File: config.mk
export PLATFORM = sky130hd
export DESIGN_NAME = fetch_redirect_ctrl
export DESIGN_NICKNAME = d
export VERILOG_FILES = /design/src/rtl/fetch_redirect_ctrl.sv
export SDC_FILE = /design/constraint.sdc
export NUM_CORES = 1
export LEC_CHECK = 0
export BUFFER_PORTS_ARGS = -buffer_cell sky130_fd_sc_hd__buf_2
export CAP_MARGIN = 40
export CELL_PAD_IN_SITES_DETAIL_PLACEMENT = 1
export CELL_PAD_IN_SITES_GLOBAL_PLACEMENT = 2
export CORE_MARGIN = 2
export CORE_UTILIZATION = 30
export CTS_CLUSTER_SIZE = 14
export DETAILED_ROUTE_END_ITERATION = 10
export GPL_ROUTABILITY_DRIVEN = 0
export GPL_TIMING_DRIVEN = 0
export PLACE_DENSITY_LB_ADDON = 0.1
export SYNTH_ARGS = -nofsm -noshare
export SYNTH_HDL_FRONTEND = slang
export SYNTH_SLANG_ARGS = --single-unit
File: constraint.sdc
create_clock -name clk -period 2.2 [get_ports clk]
set_input_delay 0.33 -clock clk [delete_from_list [all_inputs] [get_ports clk]]
set_output_delay 0.33 -clock clk [all_outputs]
set_load 0.03 [all_outputs]
File: src/rtl/fetch_redirect_ctrl.sv
// rtl/fetch_redirect_ctrl.sv - fetch PC holder with taken-branch redirect and multi-cycle flush
module fetch_redirect_ctrl #(
  parameter logic [31:0] RESET_PC     = 32'h0000_0000,
  parameter int          FLUSH_CYCLES = 2,
  parameter int          CNT_W        = 16
) (
  input  logic             clk,
  input  logic             rst_n,
  input  logic             stall,
  input  logic             branch_signal,
  input  logic [31:0]      branch_target,
  input  logic             imem_ready,
  output logic [31:0]      pc,
  output logic             pc_valid,
  output logic             flush,
  output logic             misalign,
  output logic [CNT_W-1:0] redirect_cnt
);

  typedef enum logic [1:0] {
    BOOT  = 2'd0,
    RUN   = 2'd1,
    FLUSH = 2'd2
  } state_t;

  // Flush length is at most 7, so the remaining-cycle counter fits in 3 bits.
  localparam logic [2:0] FLUSH_LOAD = 3'(FLUSH_CYCLES - 1);
  localparam logic [CNT_W-1:0] CNT_ONE = CNT_W'(1);

  state_t           state, state_n;
  logic [2:0]       flush_cnt, flush_cnt_n;
  logic [31:0]      pc_n;
  logic             pc_valid_n;
  logic             flush_n;
  logic             misalign_n;
  logic [CNT_W-1:0] redirect_cnt_n;
  logic             accept;

  // A fetch is accepted only while a request is presented and nothing holds it back.
  assign accept = pc_valid & imem_ready & ~stall;

  // State and output registers; every output comes straight from a flop.
  always_ff @(posedge clk) begin
    if (!rst_n) begin
      state        <= BOOT;
      flush_cnt    <= 3'd0;
      pc           <= RESET_PC;
      pc_valid     <= 1'b0;
      flush        <= 1'b0;
      misalign     <= 1'b0;
      redirect_cnt <= '0;
    end else begin
      state        <= state_n;
      flush_cnt    <= flush_cnt_n;
      pc           <= pc_n;
      pc_valid     <= pc_valid_n;
      flush        <= flush_n;
      misalign     <= misalign_n;
      redirect_cnt <= redirect_cnt_n;
    end
  end

  // Next-state and next-output logic; redirect wins over stall, stall over accept.
  always_comb begin
    state_n        = state;
    flush_cnt_n    = flush_cnt;
    pc_n           = pc;
    pc_valid_n     = pc_valid;
    flush_n        = flush;
    misalign_n     = 1'b0;
    redirect_cnt_n = redirect_cnt;

    unique case (state)
      BOOT: begin
        state_n    = RUN;
        pc_valid_n = 1'b1;
        flush_n    = 1'b0;
      end

      RUN: begin
        if (branch_signal) begin
          // The in-flight fetch is dropped; the target is force-aligned.
          pc_n        = {branch_target[31:2], 2'b00};
          pc_valid_n  = 1'b0;
          flush_n     = 1'b1;
          flush_cnt_n = FLUSH_LOAD;
          misalign_n  = |branch_target[1:0];
          if (redirect_cnt != '1) begin
            redirect_cnt_n = redirect_cnt + CNT_ONE;
          end
          state_n = FLUSH;
        end else if (accept) begin
          pc_n = pc + 32'd4;
        end
      end

      FLUSH: begin
        // Branches and memory readiness are ignored while squashing.
        if (flush_cnt == 3'd0) begin
          flush_n    = 1'b0;
          pc_valid_n = 1'b1;
          state_n    = RUN;
        end else begin
          flush_cnt_n = flush_cnt - 3'd1;
        end
      end

      default: begin
        state_n    = BOOT;
        pc_valid_n = 1'b0;
        flush_n    = 1'b0;
      end
    endcase
  end

endmodule

# Word-level counts from Yosys, hierarchy flattened

Index checks and enable logic that the tools add are counted.

Register bits: 56
Bits of input ports: 37
Output and inout port bits: 51
Word-level logic and storage cells: 43

Add/sub/neg operators: 3
Equality and inequality tests: 6
Muxes and demuxes: 14
Bitwise logic cells: 3
Reductions and logical operators: 10

Operators by type and width:

| operator                                             | count |
|---|---|
| 2-to-1 mux 32 bit                                    | 2 |
| adder 32 x 3 -> 32 bit (second input constant)       | 1 |
| adder 16 x 1 -> 16 bit (second input constant)       | 1 |
| != test 16 bit (second input constant)               | 1 |
| AND reduction 3 bit                                  | 3 |
| 2-to-1 mux 3 bit                                     | 2 |
| != test 2 bit (second input constant)                | 3 |
| one-hot mux 2 bit (3 select lines)                   | 1 |
| one-hot mux 3 bit (2 select lines)                   | 1 |
| 2-to-1 mux 1 bit                                     | 4 |
| 2-to-1 mux 2 bit                                     | 2 |
| AND reduction 2 bit                                  | 2 |
| nonzero test 2 bit                                   | 2 |
| zero test 3 bit                                      | 1 |
| one-hot mux 1 bit (3 select lines)                   | 1 |
| subtractor 3 x 1 -> 3 bit (second input constant)    | 1 |
| AND 1 bit                                            | 2 |
| equality test 2 x 1 -> 1 bit (second input constant) | 1 |
| equality test 2 bit (second input constant)          | 1 |
| zero test 2 bit                                      | 1 |
| one-hot mux 1 bit (2 select lines)                   | 1 |
| OR reduction 2 bit                                   | 1 |
| NOT 1 bit                                            | 1 |

# Depth between registers and ports, before layout

Gate-level depths: netlist of run 1.

Word-level depth: 4
Mapped depth: 7
Depth with buffers taken out: 6

# Worst setup path after synthesis of run 1

Ideal clock, no wire load.

Path kind: register to register
Start point: register pc[2]
End point: register pc[26]
Setup time: 122 ps
Arrival: 1827 ps
Data required time: 2078 ps
Slack: 251 ps
Cell stages (with the launch flop): 7
Path buffers: 1
Clock period less this slack: 1949 ps
Cells stage by stage: dfxtp_1 -> ha_1 -> nand3_2 -> nor3_4 -> buf_4 -> nand3_1 -> a311o_1

Word-level cells in the longest chain between the ends: 3

RTL lines:

| element                  | RTL line | text |
|---|---|---|
| start: declaration       | 13       | `output logic [31:0] pc,` |
| start signal: assignment | 55       | `pc <= pc_n;` |
| adder 32 x 3 -> 32 bit   | 93       | `pc_n = pc + 32'd4;` |
| 2-to-1 mux 32 bit        | 92       | `end else if (accept) begin` |
| 2-to-1 mux 32 bit        | 81       | `if (branch_signal) begin` |

Every way passes these cells. The select of a mux whose other input is x is not followed.
A chain may end at the register's enable or synchronous reset.

# Worst setup path after layout of run 1

Start point: register pc[3]
End point: register pc[26]

Same word-level chain as after synthesis.

==> results of run 1 <==
-- Yosys cell counts (8+ instances only) --
cell and number:
o21ai_0 17, xor2_1 10, a21oi_1 30, nand4_1 20, and3_1 10, dfxtp_1 54, a31oi_1 9, nand3_1 22
clkbuf_1 8, nor2_1 51, nand2_1 37, buf_4 9
-- final cells by class --
cell class                 instances  area share
clock buffer                       6      0.0208
sequential                        54       0.273
clock inverter                     1     0.00757
tap                              136      0.0429
timing repair buffer              86       0.109
inverter                           7     0.00662
buffer                            27      0.0363
multi-input combinational        318       0.504
-- report_power, final --
group | total, mW | switching (mW) | leakage [nW] | internal (mW)
registers | 1.08 | 0.0647 | 0.439 | 1.02
clock network | 0.722 | 0.356 | 0.0573 | 0.366
logic | 0.412 | 0.270 | 1.17 | 0.141
total | 2.22 | 0.691 | 1.67 | 1.53
-- metal layers --
metal,vias up,GRT usage
li1,1685,-
met1,1657,0.271
met2,72,0.353
met3,11,0.0416
met4,0,0.0559
met5,-,0
-- sequential cells by signal, summed over array words and instances, names as in the netlist --
register	count
flush_cnt	3
redirect_cnt	16
state	2
misalign	1
pc	30
pc_valid	1
flush	1
-- cells by family after synthesis --
group                    after synthesis
AND/OR/NAND/NOR                      184
AO/OA/AOI/OAI                        105
flip-flops                            54
buffers and inverters                 34
XOR/XNOR                              14
multiplexers                           9
adder cells (fa/ha/maj)                4
other                                  1
-- tightest hold or removal path: stages --
cell     delay, ns
buf_2         0.07
o21ai_0       0.07
nor2_1        0.08
-- final timing paths --
check | from | to | slack [ns]
setup / recovery | pc[3] | pc[26] | 0.18
hold / removal | branch_target[0] | misalign | 0.27
setup reg to reg | pc[3] | pc[26] | 0.18
hold reg to reg | flush | flush | 0.50
-- metrics by stage --
| stage | std cells | area, sq um | setup slack (ns) |
|---|---|---|---|
| 2_1_floorplan | 406 | 3250 | 0.251 |
| 3_3_place_gp | 627 | 3850 | 0.120 |
| 3_5_place_dp | 627 | 3850 | 0.131 |
| 4_1_cts | 634 | 3960 | 0.121 |
| 5_1_grt | 635 | 3970 | 0.0517 |
| 6_report | 635 | 3970 | 0.176 |
-- timing repair --
item	4_1_cts	5_1_grt
endpoints found under the hold margin	0	0
resized for setup	0	1
endpoints found under the setup margin	0	3
buffers inserted	0	1
==> metrics.txt, run 1 <==
run status finished clean; #FFs+latches synth 54; worst-case clock buffer depth 2; largest net degree at the start of global routing 16; fin crit period roughly 2.0 ns; final slew viol count 0; routed wl met2 approximately 5600 um; CP Data Required Time approximately 2.4 ns; Buf+Inv Stages, Crit Path 1; most common cell after layout, fill and taps aside buf_2; drc violations 0; Iteration-0 DRC Markers 128; GR Util All Layers 0.209; Worst Skew 0.0163 ns; post-synth top area share 0.333; CP top delay family simple AND/OR/NAND/NOR gates; Worst Hold Depth 3; DR WL/cell 18.6 um; Synth Instances between 400 and 500; slowest stage delay, CP 0.45 ns; DIE WIDTH about 110 um; row cnt 37; met3 WL between 500 and 600 um; main combinational cell family by area after synthesis simple AND/OR/NAND/NOR gates; Via-to-Cell Ratio approximately 5.4; Post-synth top flop dfxtp_1; CTS Buf Count 5; Synth Area in Adders 0.0154; Min Hold Slack roughly 0.27 ns; IO Port Bufs 85; CTS HTree Levels 2; final WL about 12000 um; Hold WC Path Type primary input to flop; Max VDD drop 229 uV; CP max FO 10; worst-skew pair later-pin latency 0.32 ns; xor and xnor fraction of the mapped netlist area 0.0378; first-pass GRT wire length 19000 um; Initial Utilization 0.312; top cells by area, synth dfxtp_1 33%, nor2_1 5.9%, a21oi_1 4.6%; crit path cell chain ha_1 > nand3_2 > nor3_4 > buf_4 > nand3_1 > a311o_1; Pwr Total ~2.2 mW; Post-CTS Hold Buffers 0; CP max-delay cell dfxtp_1; DRT Pass-1 Iters 4; post-synthesis sequential area ratio 0.333; period utilisation layout 0.920; max-cap check violation count 0; Mean Syn Cell Area about 8 sq um; CTS sink count 54; CTS tree done; core area roughly 0.010 sq mm; ANT cells 0; Fmax achieved 0.494 GHz; element type at the critical path start flop; Arrival @ worst endpoint 2.24 ns; share of layout cells above drive strength 1 0.267; Synth warnings 0; Final HPWL DP 8560 um; compound-gate portion of the synthesized area 0.217; slew margin rel. 0.556; initial antenna violation count 0; die area about 0.012 sq mm; Distinct cells, synth 67; stages on the worst setup path 6; final setup fails 0; grt ovf 0; EDFF count, synth 0; ys async rst share 0; Final Util 0.381; static leakage ~1.7 nW; number of I/O pins 88; routed via count ~3400; Final TNS setup 0 ns; kind of critical path flop to flop; unrepaired setup endpoints after global routing false; root buffer cell clkbuf_8; Simple-Gate Fraction of Synth Area 0.314; post-synthesis mux area share 0.0289; Power Density approximately 560 mW/mm^2; area leader, netlist dfxtp_1; # fillers 1326; uppermost routed layer met4; number of global-route vias before repair ~3500; CTS clk-pin slew, worst paths between 0.1 and 0.15 ns; area grow syn2layout 22.2%; area of the multi-input gates 0.00200 sq mm; Reg area roughly 0.0011 sq mm; met1 wire length roughly 5500 um; r2r worst-path depth 6; Worst-Margin Slew 0.667 ns; Hold Vio Cnt, Final 0; commonest non-fill, non-tap cells in the layout 92 x buf_2, 53 x dfxtp_1, 51 x nor2_1, 37 x nand2_1, 30 x a21oi_1; synthesized area approximately 0.0032 sq mm; Die Y-Extent between 100 and 150 um; nets between 500 and 600; antenna viol nets, final 0; crit end category flop
(Power assumes the default switching activity.)
==> run 2, diff against run 1 <==
Settings changed: CELL_PAD_IN_SITES_DETAIL_PLACEMENT 1 to default, CELL_PAD_IN_SITES_GLOBAL_PLACEMENT 2 to default, CORE_UTILIZATION 30 to 35, PLACE_DENSITY_LB_ADDON 0.1 to default.
==> run 2 against run 1 <==
  * Die area shrank 14%
  * Clock skew shrank 0.011 ns
  * Highest routed layer unchanged
  * Largest power group unchanged
  * Maximum frequency down 1.4%
  * Largest cell class unchanged
  * Register-to-register slack got worse by 0.03 ns
  * Critical endpoint unchanged
==> metrics.txt, run 2 (synthesis results as in run 1) <==
setup slack after layout 0.148 ns (-0.0278 ns); kind of critical path flop to flop; DRT Pass-1 Iters 5 (+1); final slew viol count 0 (unchanged); antenna viol nets, final 0 (unchanged); Power Density 531 mW/mm^2 (-5.0%); CP max FO 10 (unchanged); run status finished clean; worst-case clock buffer depth 2 (unchanged); Fmax achieved 0.487 GHz (-1.4%); drc violations 0 (unchanged); number of I/O pins 88 (unchanged); commonest non-fill, non-tap cells in the layout 92 x buf_2, 54 x dfxtp_1, 51 x nor2_1, 37 x nand2_1, 30 x a21oi_1; Worst-Margin Slew 0.670 ns (+0.00338 ns); CTS Buf Count 5 (unchanged); die area 0.0101 sq mm (-14%); row cnt 35 (-5.4%); Worst Skew 0.00548 ns (-0.0108 ns); largest net degree at the start of global routing 16 (unchanged); Initial Utilization 0.357 (+0.0448); Via-to-Cell Ratio 5.64 (+4.5%); unrepaired setup endpoints after global routing false; GR Util All Layers 0.206 (-0.00271); area grow syn2layout 20.3%; CP Data Required Time 2.40 ns (-0.02 ns); pre-CTS setup slack 0.173 ns (+0.0417 ns); Largest regs pc (30), redirect_cnt (16), flush_cnt (3); fin crit period 2.05 ns (+0.0278 ns); CTS sink count 54 (unchanged); Max VDD drop 251 uV (+9.4%); Non-Filler Cell Area, Final 0.00391 sq mm (-1.5%); most common cell after layout, fill and taps aside buf_2; period utilisation layout 0.933 (+0.0126); ANT cells 0 (unchanged); initial antenna violation count 0 (unchanged); Final TNS setup 0 ns (unchanged); IO Port Bufs 85 (unchanged); CTS clk-pin slew, worst paths 0.10 ns (about the same); Placement Cell Area 0.00382 sq mm (-0.81%); grt ovf 0 (unchanged); Iteration-0 DRC Markers 222 (+73%); Hold WC Path Type primary input to flop; max FFs per register 30 (unchanged); core area 0.00911 sq mm (-13%); crit end category flop; element type at the critical path start flop; CTS tree done; static leakage 1.65 nW (-0.89%); CTS HTree Levels 2 (unchanged); Hold Vio Cnt, Final 0 (unchanged); number of global-route vias before repair 3245 (-6.8%); Arrival @ worst endpoint 2.25 ns (about the same); max-cap check violation count 0 (unchanged); final setup fails 0 (unchanged); Die Y-Extent 100 um (-7.1%); slew margin rel. 0.553 (-0.00225); nets 539 (-0.19%); Post-CTS Resized 0 (unchanged); share of layout cells above drive strength 1 0.263 (-0.00401); DR WL/cell 17.0 um (-8.7%); final WL 10400 um (-12%); routed via count 3439 (+0.41%); Biggest register pc; Post-CTS Hold Buffers 0 (unchanged); root buffer cell clkbuf_8; Setup Fix Bufs, Post-CTS 0 (unchanged); worst-skew pair later-pin latency 0.30 ns (-0.02 ns); DIE WIDTH 100 um (-7.1%); first-pass GRT wire length 16700 um (-12%); Final HPWL DP 7610 um (-11%)
## run 2: cell types whose count changed in the layout (fill, tap and decap cells not counted)
cell       change
clkbuf_1       +1
dfxtp_2        -1
dfxtp_1        +1
buf_4          -1
clkinv_2       +1
bufinv_16      -1
## run 2: worst paths after layout
| path | end | start | depth (start not counted) | slack, ns |
|---|---|---|---|---|
| setup / recovery | pc[26] | pc[2] | 6 | 0.15 |
| hold / removal | misalign | branch_target[0] | 3 | 0.27 |
| setup reg to reg | pc[26] | pc[2] | 6 | 0.15 |
| hold reg to reg | flush | flush | 2 | 0.49 |
## run 2: worst max-delay path, cell delays in order, from the launching register on
cell and delay [ns]:
dfxtp_1 0.47, ha_1 0.28, nand3_2 0.15, nor3_4 0.32
buf_4 0.24, nand3_1 0.11, a311o_1 0.36
## run 2: through the flow
| step | util | hold slack, ns | total power, mW | instances |
|---|---|---|---|---|
| 2_1_floorplan | - | 0.476 | 1.36 | 406 |
| 3_3_place_gp | 0.419 | 0.478 | 1.50 | 602 |
| 3_5_place_dp | 0.419 | 0.493 | 1.51 | 602 |
| 4_1_cts | 0.429 | 0.260 | 2.09 | 610 |
| 5_1_grt | 0.429 | 0.280 | 2.17 | 610 |
| 6_report | 0.429 | 0.270 | 2.07 | 610 |
## run 2: per-layer routing
metal / wire length (um) / vias up / GRT usage
li1: - / 1685 / -
met1: 4530 / 1604 / 0.272
met2: 4850 / 137 / 0.340
met3: 825 / 13 / 0.0390
met4: 166 / 0 / 0.0653
met5: 0 / - / 0
## run 2: where the power goes
| part | total (mW) | switching (mW) | internal [mW] | leakage (nW) |
|---|---|---|---|---|
| Combinational | 0.402 | 0.261 | 0.141 | 1.17 |
| Sequential | 1.08 | 0.0645 | 1.02 | 0.439 |
| Clock | 0.588 | 0.333 | 0.255 | 0.0482 |
| Total | 2.07 | 0.658 | 1.42 | 1.65 |
## run 2: area by class of cell
cell class              count  area [sq um]
flip-flops and latches     54          1080
repair buffers             85           425
clock inverters             1          5.00
multi-input cells         318          2000
plain buffers              27           144
fillers                   983          5200
well taps                 111           139
inverters                   7          26.3
clock buffers               7          86.3
==> run 3, diff against run 2 <==
Settings changed: BUFFER_PORTS_ARGS -buffer_cell sky130_fd_sc_hd__buf_2 to -buffer_cell sky130_fd_sc_hd__buf_4, MAX_ROUTING_LAYER from default to met4, SLEW_MARGIN from default to 20.
==> run 3 against run 2 <==
  * Non-clock buffer count did not move
  * Worst setup slack got worse by 0.0021 ns
  * Clock power rose by 18%
  * Critical endpoint unchanged
  * Largest power group unchanged
==> metrics.txt, run 3 (synthesis results as in run 1) <==
run status finished clean; Biggest register pc; initial antenna violation count 0 (unchanged); area of the multi-input gates 0.00200 sq mm (unchanged); crit path from pc[3]; Max VDD drop 264 uV (+5.1%); grt ovf 0 (unchanged); Largest regs pc (30), redirect_cnt (16), flush_cnt (3); CTS Buf Count 5 (unchanged); commonest non-fill, non-tap cells in the layout 94 x buf_4, 54 x dfxtp_1, 51 x nor2_1, 37 x nand2_1, 30 x a21oi_1; Post-CTS Resized 0 (unchanged); slowest stage delay, CP 0.47 ns (about the same); Worst-Margin Slew 0.647 ns (-0.0234 ns); Hold WC Path Type primary input to flop; crit end category flop; GR Util All Layers 0.214 (+0.00802); final slew viol count 0 (unchanged); DR WL/cell 17.2 um (+0.94%); HP Start branch_target[0]; Reg area 0.00108 sq mm (unchanged); CTS HTree Levels 2 (unchanged); worst-skew pair later-pin latency 0.31 ns (about the same); worst-case clock buffer depth 2 (unchanged); Via-to-Cell Ratio 5.74 (+1.9%); Final TNS setup 0 ns (unchanged); CTS sink count 54 (unchanged); period utilisation layout 0.934 (+0.000950); Fmax achieved 0.487 GHz (-0.10%); Die Y-Extent 100 um (unchanged); first-pass GRT wire length 16600 um (-0.41%); die area 0.0101 sq mm (unchanged); Power Density 536 mW/mm^2 (+0.87%); routed via count 3503 (+1.9%); IO Port Bufs 85 (unchanged); Iteration-0 DRC Markers 192 (-14%); row cnt 35 (unchanged); Hold Vio Cnt, Final 0 (unchanged); static leakage 1.69 nW (+2.0%); CTS clk-pin slew, worst paths 0.10 ns (about the same); Setup Fix Bufs, Post-CTS 0 (unchanged); DRT Pass-1 Iters 5 (unchanged); fin crit period 2.05 ns (+0.00209 ns); share of layout cells above drive strength 1 0.263 (unchanged); kind of critical path flop to flop; element type at the critical path start flop; DIE WIDTH 100 um (unchanged); max-cap check violation count 0 (unchanged); max FFs per register 30 (unchanged); Worst R2R Start pc[3]; CP Data Required Time 2.41 ns (about the same); final WL 10500 um (+0.94%); root buffer cell clkbuf_8; Min Hold Slack 0.265 ns (-0.00565 ns); largest net degree at the start of global routing 17 (+1); CP max-delay cell dfxtp_1; nets 539 (unchanged); ANT cells 0 (unchanged); CTS tree done; # fillers 914 (-7.0%); final setup fails 0 (unchanged); most common cell after layout, fill and taps aside buf_4; Final HPWL DP 7780 um (+2.3%); Worst Skew 0.00764 ns (+0.00216 ns); Post-CTS Hold Buffers 0 (unchanged); slew margin rel. 0.569 (+0.0156); drc violations 0 (unchanged); antenna viol nets, final 0 (unchanged); crit path cell chain ha_1 > nand3_2 > nor3_4 > buf_4 > nand3_1 > a311o_1; unrepaired setup endpoints after global routing false; number of I/O pins 88 (unchanged); core area 0.00911 sq mm (unchanged); Arrival @ worst endpoint 2.26 ns (about the same); number of global-route vias before repair 3283 (+1.2%); area grow syn2layout 27.4%; CP max FO 10 (unchanged); Initial Utilization 0.357 (unchanged)
-- run 3: changes by cell type in the layout (fill, tap and decap cells not counted) --
cell | before | now
buf_2 | 92 | 7
bufinv_16 | 0 | 1
clkinv_2 | 1 | 0
buf_4 | 9 | 94
clkbuf_8 | 6 | 5
clkinvlp_4 | 0 | 1
-- run 3: power by group --
part / internal (mW) / switching (mW) / total, mW / leakage (nW)
logic: 0.179 / 0.259 / 0.438 / 1.20
registers: 1.02 / 0.0671 / 1.09 / 0.439
clock network: 0.341 / 0.351 / 0.692 / 0.0514
total: 1.54 / 0.677 / 2.22 / 1.69
-- run 3: layout make-up --
cell class / count / share of cell area
clock buffer: 6 / 0.0175
timing repair buffer: 85 / 0.154
sequential: 54 / 0.261
multi-input combinational: 318 / 0.483
clock inverter: 2 / 0.00907
tap: 111 / 0.0336
buffer: 27 / 0.0348
inverter: 7 / 0.00635
-- run 3: stage by stage --
step           total power, mW  instance area [sq um]  utilization  instances  setup slack, ns
3_5_place_dp              1.55                   4030        0.442        602            0.145
5_1_grt                   2.32                   4140        0.454        610           0.0492
3_3_place_gp              1.54                   4030        0.442        602            0.164
2_1_floorplan             1.36                   3250            -        406            0.251
6_report                  2.22                   4140        0.454        610            0.146
4_1_cts                   2.23                   4140        0.454        610            0.129
-- run 3: worst max-delay path, delay by kind of cell (launching register included) --
kind	cells	cell delay [ns]
AO/OA/AOI/OAI	1	0.37
adder cells (fa/ha/maj)	1	0.28
buffers and inverters	1	0.24
flip-flops	1	0.47
AND/OR/NAND/NOR	3	0.60
-- run 3: final timing paths --
kind | endpoint | slack [ns] | depth (start not counted)
setup reg to reg | pc[26] | 0.15 | 6
setup / recovery | pc[26] | 0.15 | 6
hold reg to reg | flush | 0.49 | 2
hold / removal | misalign | 0.26 | 3
-- run 3: per-layer routing --
| metal | vias to the layer above | global-route usage | share of wire |
|---|---|---|---|
| li1 | 1688 | - | - |
| met1 | 1681 | 0.265 | 0.44 |
| met2 | 119 | 0.356 | 0.49 |
| met3 | 15 | 0.0411 | 0.064 |
| met4 | 0 | 0.0601 | 0.015 |
| met5 | - | - | 0 |
